File: src/rtl/veriboy_alu_pkg.sv
// Shared definitions for the 8-bit ALU and the 16-bit operation sequencer:
// alu8 opcodes, F-register bit positions, sequencer op encodings and states.
package veriboy_alu_pkg;

  localparam logic [3:0] OP_ADD  = 4'd0;
  localparam logic [3:0] OP_ADC  = 4'd1;
  localparam logic [3:0] OP_SUB  = 4'd2;
  localparam logic [3:0] OP_SBC  = 4'd3;
  localparam logic [3:0] OP_AND  = 4'd4;
  localparam logic [3:0] OP_XOR  = 4'd5;
  localparam logic [3:0] OP_OR   = 4'd6;
  localparam logic [3:0] OP_CP   = 4'd7;
  localparam logic [3:0] OP_INC  = 4'd8;
  localparam logic [3:0] OP_DEC  = 4'd9;
  localparam logic [3:0] OP_RLC  = 4'd10;
  localparam logic [3:0] OP_RRC  = 4'd11;
  localparam logic [3:0] OP_RL   = 4'd12;
  localparam logic [3:0] OP_RR   = 4'd13;
  localparam logic [3:0] OP_SLA  = 4'd14;
  localparam logic [3:0] OP_SWAP = 4'd15;

  localparam int unsigned FLAG_Z = 7;
  localparam int unsigned FLAG_N = 6;
  localparam int unsigned FLAG_H = 5;
  localparam int unsigned FLAG_C = 4;

  typedef enum logic [1:0] {
    SEQ_ADD16  = 2'b00,
    SEQ_INC16  = 2'b01,
    SEQ_DEC16  = 2'b10,
    SEQ_ADDSPE = 2'b11
  } seq_op_t;

  typedef enum logic [1:0] {
    ST_IDLE = 2'b00,
    ST_LOW  = 2'b01,
    ST_HIGH = 2'b10,
    ST_DONE = 2'b11
  } seq_state_t;

  // Second operand seen by the two byte passes.
  function automatic logic [15:0] eff_b(seq_op_t op, logic [15:0] b);
    logic [15:0] r;
    case (op)
      SEQ_ADD16:  r = b;
      SEQ_ADDSPE: r = {{8{b[7]}}, b[7:0]};
      default:    r = 16'h0001;
    endcase
    return r;
  endfunction

  // Final F value; the low nibble of F is architecturally always zero.
  function automatic logic [7:0] merge_flags(seq_op_t op, logic [7:0] f,
                                             logic h_hi, logic c_hi,
                                             logic h_lo, logic c_lo);
    logic [7:0] m;
    m = {f[7:4], 4'h0};
    case (op)
      SEQ_ADD16: begin
        m[FLAG_N] = 1'b0;
        m[FLAG_H] = h_hi;
        m[FLAG_C] = c_hi;
      end
      SEQ_ADDSPE: begin
        m[FLAG_Z] = 1'b0;
        m[FLAG_N] = 1'b0;
        m[FLAG_H] = h_lo;
        m[FLAG_C] = c_lo;
      end
      default: ;
    endcase
    return m;
  endfunction

endpackage

File: src/rtl/alu16_seq.sv
// Runs 16-bit ADD/INC/DEC/ADD SP,e8 as two passes through the shared alu8.
// Optional feature: ALU16_SEQ_FASTINC_EN (INC16/DEC16 skip the high pass when no carry).
module alu16_seq
  import veriboy_alu_pkg::*;
(
  input  logic        clk,
  input  logic        rst,
  input  logic        start,
  input  logic [1:0]  op,
  input  logic [15:0] opnd_a,
  input  logic [15:0] opnd_b,
  input  logic [7:0]  flags_in,
  output logic [7:0]  alu_a,
  output logic [7:0]  alu_b,
  output logic [3:0]  alu_op,
  output logic        alu_cin,
  input  logic [7:0]  alu_res,
  input  logic [7:0]  alu_flags,
  output logic        busy,
  output logic        done,
  output logic [15:0] result,
  output logic [7:0]  flags_out
);

  seq_state_t  state_q, state_d;
  seq_op_t     op_q, op_d;
  logic [15:0] a_q, a_d;
  logic [15:0] b_q, b_d;
  logic [7:0]  fin_q, fin_d;
  logic [7:0]  res_lo_q, res_lo_d;
  logic        h_lo_q, h_lo_d;
  logic        c_lo_q, c_lo_d;
  logic [15:0] result_q, result_d;
  logic [7:0]  flags_q, flags_d;
  logic        fast_take;
  logic        unused_bits;

`ifdef ALU16_SEQ_FASTINC_EN
  assign fast_take = ((op_q == SEQ_INC16) || (op_q == SEQ_DEC16)) && !alu_flags[FLAG_C];
`else
  assign fast_take = 1'b0;
`endif

  assign unused_bits = ^{alu_flags[7:6], alu_flags[3:0], fin_q[3:0]};

  always_ff @(posedge clk) begin
    if (rst) state_q <= ST_IDLE;
    else     state_q <= state_d;
  end

  always_comb begin
    state_d = state_q;
    case (state_q)
      ST_IDLE: if (start) state_d = ST_LOW;
      ST_LOW:  state_d = fast_take ? ST_DONE : ST_HIGH;
      ST_HIGH: state_d = ST_DONE;
      ST_DONE: state_d = ST_IDLE;
      default: state_d = ST_IDLE;
    endcase
  end

  always_comb begin
    alu_a   = '0;
    alu_b   = '0;
    alu_op  = OP_ADD;
    alu_cin = 1'b0;
    busy    = 1'b0;
    done    = 1'b0;
    case (state_q)
      ST_LOW: begin
        busy   = 1'b1;
        alu_a  = a_q[7:0];
        alu_b  = b_q[7:0];
        alu_op = (op_q == SEQ_DEC16) ? OP_SUB : OP_ADD;
      end
      ST_HIGH: begin
        busy    = 1'b1;
        alu_a   = a_q[15:8];
        alu_b   = b_q[15:8];
        alu_op  = (op_q == SEQ_DEC16) ? OP_SBC : OP_ADC;
        alu_cin = c_lo_q;
      end
      ST_DONE: done = 1'b1;
      default: ;
    endcase
  end

  always_comb begin
    op_d     = op_q;
    a_d      = a_q;
    b_d      = b_q;
    fin_d    = fin_q;
    res_lo_d = res_lo_q;
    h_lo_d   = h_lo_q;
    c_lo_d   = c_lo_q;
    result_d = result_q;
    flags_d  = flags_q;
    case (state_q)
      ST_IDLE: if (start) begin
        op_d  = seq_op_t'(op);
        a_d   = opnd_a;
        b_d   = eff_b(seq_op_t'(op), opnd_b);
        fin_d = flags_in;
      end
      ST_LOW: begin
        res_lo_d = alu_res;
        h_lo_d   = alu_flags[FLAG_H];
        c_lo_d   = alu_flags[FLAG_C];
        // Skipped high pass: high byte passes through, F is unchanged for INC/DEC.
        if (fast_take) begin
          result_d = {a_q[15:8], alu_res};
          flags_d  = merge_flags(op_q, fin_q, 1'b0, 1'b0, 1'b0, 1'b0);
        end
      end
      ST_HIGH: begin
        result_d = {alu_res, res_lo_q};
        flags_d  = merge_flags(op_q, fin_q, alu_flags[FLAG_H], alu_flags[FLAG_C],
                               h_lo_q, c_lo_q);
      end
      default: ;
    endcase
  end

  always_ff @(posedge clk) begin
    if (rst) begin
      op_q     <= SEQ_ADD16;
      a_q      <= '0;
      b_q      <= '0;
      fin_q    <= '0;
      res_lo_q <= '0;
      h_lo_q   <= 1'b0;
      c_lo_q   <= 1'b0;
      result_q <= '0;
      flags_q  <= '0;
    end else begin
      op_q     <= op_d;
      a_q      <= a_d;
      b_q      <= b_d;
      fin_q    <= fin_d;
      res_lo_q <= res_lo_d;
      h_lo_q   <= h_lo_d;
      c_lo_q   <= c_lo_d;
      result_q <= result_d;
      flags_q  <= flags_d;
    end
  end

  assign result    = result_q;
  assign flags_out = flags_q;

endmodule
File: config.mk
export PLATFORM = sky130hd
export DESIGN_NAME = alu16_seq
export DESIGN_NICKNAME = d
export VERILOG_FILES = /design/src/rtl/veriboy_alu_pkg.sv /design/src/rtl/alu16_seq.sv
export SDC_FILE = /design/constraint.sdc
export NUM_CORES = 1
export LEC_CHECK = 0
export CORE_UTILIZATION = 40
export CTS_CLUSTER_DIAMETER = 120
export CTS_CLUSTER_SIZE = 10
export DETAILED_ROUTE_END_ITERATION = 10
export PLACE_DENSITY = 0.82
export RECOVER_POWER = 25
export REMOVE_ABC_BUFFERS = 1
export SYNTH_ARGS = -nofsm -noshare
export SYNTH_HDL_FRONTEND = slang
export SYNTH_SLANG_ARGS = --single-unit
File: constraint.sdc
create_clock -name clk -period 1.4 [get_ports clk]
set_input_delay 0.28 -clock clk [delete_from_list [all_inputs] [get_ports clk]]
set_output_delay 0.28 -clock clk [all_outputs]
set_load 0.01 [all_outputs]
-- Yosys cells after proc, flatten, opt, wreduce, memory -nomap -nowiden
Cells that the tools add are included.
- register bits: 74
- input bits: 61
- word-level logic and storage cells: 35
- equality and inequality tests: 7
- mux-type cells: 13
- reductions and logical operators: 5
- operator list (operator ; number):
    case mux 16 bit (2 select lines) ; 1
    case mux 8 bit (2 select lines) ; 2
    equality test 2 bit, second input constant ; 5
    case mux 2 bit (4 select lines) ; 1
    zero test 2 bit ; 3
    two-way mux 2 bit ; 3
    case mux 3 bit (2 select lines) ; 1
    two-way mux 1 bit ; 4
    case mux 2 bit (2 select lines) ; 1
    equality test 2 x 1 -> 1 bit, second input constant ; 1
    != test 2 bit, second input constant ; 1
    AND reduction 2 bit ; 1
    OR reduction 2 bit ; 1

-- Logic depth before layout (Yosys ltp)
- depth after elaboration: 3
- depth in mapped cells: 7
- depth with buffers taken out: 5

-- Worst setup path after synthesis
Ideal clock, no wire load.
- path kind: register to output
- from: register state_q[0]
- to: output alu_a[5]
- arrival time: 1.323 ns
- setup slack: -0.203 ns
- stages on the path, launching flop included: 5
- cells stage by stage: dfxtp_1 inv_1 ha_1 clkbuf_1 nor2b_1
- word-level cells in the longest chain between the ends: 2
- RTL lines (what ; RTL line ; source):
    start: declaration ; alu16_seq.sv:25 ; seq_state_t state_q, state_d;
    start signal: assignment ; alu16_seq.sv:48 ; else state_q <= state_d;
    equality test 2 bit / equality test 2 x 1 -> 1 bit (equally long branches) ; alu16_seq.sv:69 ; case (state_q)
    case mux 8 bit (2 select lines) (*) ; alu16_seq.sv:69 ;
    end: declaration ; alu16_seq.sv:13 ; output logic [7:0] alu_a,
Every way passes the cells marked *; elsewhere a longest branch is shown, timed or not.

-- Worst setup path after layout
- from: register state_q[1]
- to: output alu_b[5]
- word-level cells in the longest chain between the ends: 2
- RTL lines (what ; RTL line ; source):
    equality test 2 bit / equality test 2 x 1 -> 1 bit (equally long branches) ; alu16_seq.sv:69 ;
    case mux 8 bit (2 select lines) (*) ; alu16_seq.sv:69 ;
    end: declaration ; alu16_seq.sv:14 ; output logic [7:0] alu_b,
Marked as above.

==> run summary <==
GRT overflow: 0
Max-cap violations: 0
Total I/O pin count: 108
Synth cell count leaders: 70 x dfxtp_1, 49 x nand2_1, 32 x a21oi_1, 32 x nor2_1, 27 x mux2i_1
Via density: 4.88
FP Rows: 31
Crit path kind: reg2out
Final setup margin: -0.398 ns
Clock root cell: clkbuf_8
Number of global-route vias before repair: 2609
Post-Place Setup Slack: -0.589 ns
Post-synthesis sequential area ratio: 46.6%
Post-layout min period: 1.80 ns
CTS tree: built
WP data required: 1.12 ns
Final worst-path cycle share: 128%
Routability cong.: 0.835
Switching Share: 33.4%
# clock sinks: 70
FMAX: 0.556 GHz
I/O Buffers: 91
Synth Area in Adders: 5.00%
Worst Setup End Kind: output port
Vias: 2713
GRT Util Overall: 20.1%
# H-tree levels: 3
Cell taking the most area after synthesis: dfxtp_1
LEAKAGE: 1.94 nW
Setup violators final: 41
Yosys cell types: 28
Area growth from synthesis to layout: 57.0%
Register bit total from synthesis: 70
Largest net degree at the start of global routing: 55
Final wirelength: 7810 um
Data arrival, critical path: 1.52 ns
Worst-Skew Late Latency: 0.35 ns
Routed Antenna Nets: 0
Synth top area share: 46.6%
Crit-path max FO: 10
Share of cells above drive strength 1: 26.8%
Hold Crit Depth: 2
Outcome: finished with violations
DR WL/cell: 14.1 um
Async SR Flop Fraction: 0%
Pwr/cell area: 1650 nW/um^2
Post-synthesis mux area share: 9.00%
RSZ-0062 raised after global routing: true
Synth Area in XOR/XNOR: 0%
Synthesized area per cell: 9.16 um^2
HP Class: in2reg
Post-DP HPWL: 5160 um
Clock skew: 0.00686 ns
Synth Area in Compound Gates: 15.6%
Clk network pwr share: 21.1%
Sequential Power Share: 32.5%
Final Hold Viols: 0
Worst setup SP type: register
Initial antenna violation count: 1
Core box area: 7250 um^2
Most frequent cell after synthesis: dfxtp_1
Die H: 88.7 um
Die width: 88.7 um
Logic gate share of total power: 46.4%
First-pass GRT wire length: 12000 um
Die footprint: 7860 um^2
Largest cells by area after synthesis: dfxtp_1 47%, mux2i_1 9.0%, nand2_1 6.1%
Synth Cell Area: 3000 um^2
Mapped Cells: 328
Num CTS Buffers: 9
Internal power: 5.17 mW
Reg2Reg Depth: 8
Main combinational cell family by area after synthesis: simple AND/OR/NAND/NOR gates
Filler instances: 553
Sw power: 2.60 mW
Simple-gate area share of the yosys netlist: 17.0%
Failing checks: negative setup slack
Initial DRC Count: 117
Reg clk slew, reported paths: 0.07 ns
CTS Buffer Depth: 2
Top FF cell, synth: dfxtp_1
Nets: 524
VDD IR max: 882 uV
Synth Warn #: 0
EDFF count, synth: 0
CTS Hold Buffers Added: 0
Initial Util: 41.4%
Initial DRT Pass Iterations: 4
Total power: 7.77 mW
Max-slew violation count: 0
DR DRC count: 0
[metal layers]
metal	GRT usage, %	vias up	part of all wire [%]
li1	-	1352	-
met1	21.8	1266	41
met2	36.6	81	51
met3	8.02	14	6.5
met4	4.99	0	1.8
met5	0	-	0
[worst max-delay path, cell delays in order (launching register included)]
cell     delay, ns
dfxtp_4       0.38
inv_4         0.05
ha_4          0.18
buf_8         0.15
a22oi_1       0.21
nor2b_1       0.06
buf_2         0.14
[cell type report]
cell class	instances	area (um^2)	area share [%]
Multi-Input combinational cell	227	1640	34.7
Sequential cell	70	1410	29.9
Timing Repair Buffer	137	1310	27.8
Clock buffer	9	124	2.63
Tap cell	99	124	2.63
Clock inverter	7	78.8	1.67
Inverter	6	30.0	0.637
Antenna cell	1	2.50	0.0531
[cells in the final DEF (no fill, tap or decap), drive strengths merged, types with 3 or more instances in the layout]
master / n
a21oi: 32
dlygate4sd2: 20
dfxtp: 70
inv: 9
nand3b: 3
and2: 3
a22o: 7
clkinvlp: 3
nor2b: 17
buf: 68
clkdlybuf4s50: 47
nor2: 34
conb: 6
mux2i: 27
a22oi: 16
clkbuf: 9
o2bb2ai: 8
nand2: 49
ha: 12
o21ai: 3
[power by group through the flow]
stage | combinational [mW] | sequential [mW] | clock, mW
6_report | 3.61 | 2.52 | 1.64
5_1_grt | 3.86 | 2.56 | 1.78
4_1_cts | 3.32 | 2.51 | 1.70
3_5_place_dp | 2.64 | 2.50 | 0
3_3_place_gp | 2.59 | 2.49 | 0
2_1_floorplan | 1.31 | 2.51 | 0
[state kept, by name (all words and copies together), names as in the netlist]
| register | count |
|---|---|
| h_lo_q | 1 |
| c_lo_q | 1 |
| result | 16 |
| fin_q | 4 |
| res_lo_q | 8 |
| flags_out | 4 |
| a_q | 16 |
| state_q | 2 |
| op_q | 2 |
| b_q | 16 |
[through the flow]
step	area, um^2	hold slack [ns]	std cells	TNS, ns	util, %
after global routing	4720	0.221	556	-11.46	65.0
final	4720	0.235	556	-9.33	65.0
after global placement	4150	0.438	526	-18.32	57.2
after floorplan	2850	0.349	303	-18.23	-
after CTS	4560	0.224	551	-9.36	62.9
after detailed placement	4150	0.448	526	-22.18	57.2
[final timing paths]
| check | end | slack (ns) | start |
|---|---|---|---|
| worst min register to register | a_q[8] | 0.46 | a_q[8] |
| worst min-delay path | b_q[0] | 0.24 | rst |
| worst max register to register | flags_out[4] | -0.19 | state_q[0] |
| worst max-delay path | alu_b[5] | -0.40 | state_q[1] |
[kinds of logic (layout without fill, tap and decap cells)]
kind of cell | Yosys count | count (layout)
flops | 70 | 70
simple gates | 111 | 111
other cells | 1 | 7
fa+ha+maj | 12 | 12
compound gates | 71 | 71
buf+inv | 36 | 159
mux | 27 | 27
[what timing repair did]
action / in CTS / in global routing
resized for setup: 158 / 28
gates cloned: 2 / 0
endpoints found under the setup margin: 85 / 54
pin swaps: 11 / 12
setup buffers: 7 / 6
(Power assumes the default switching activity.)
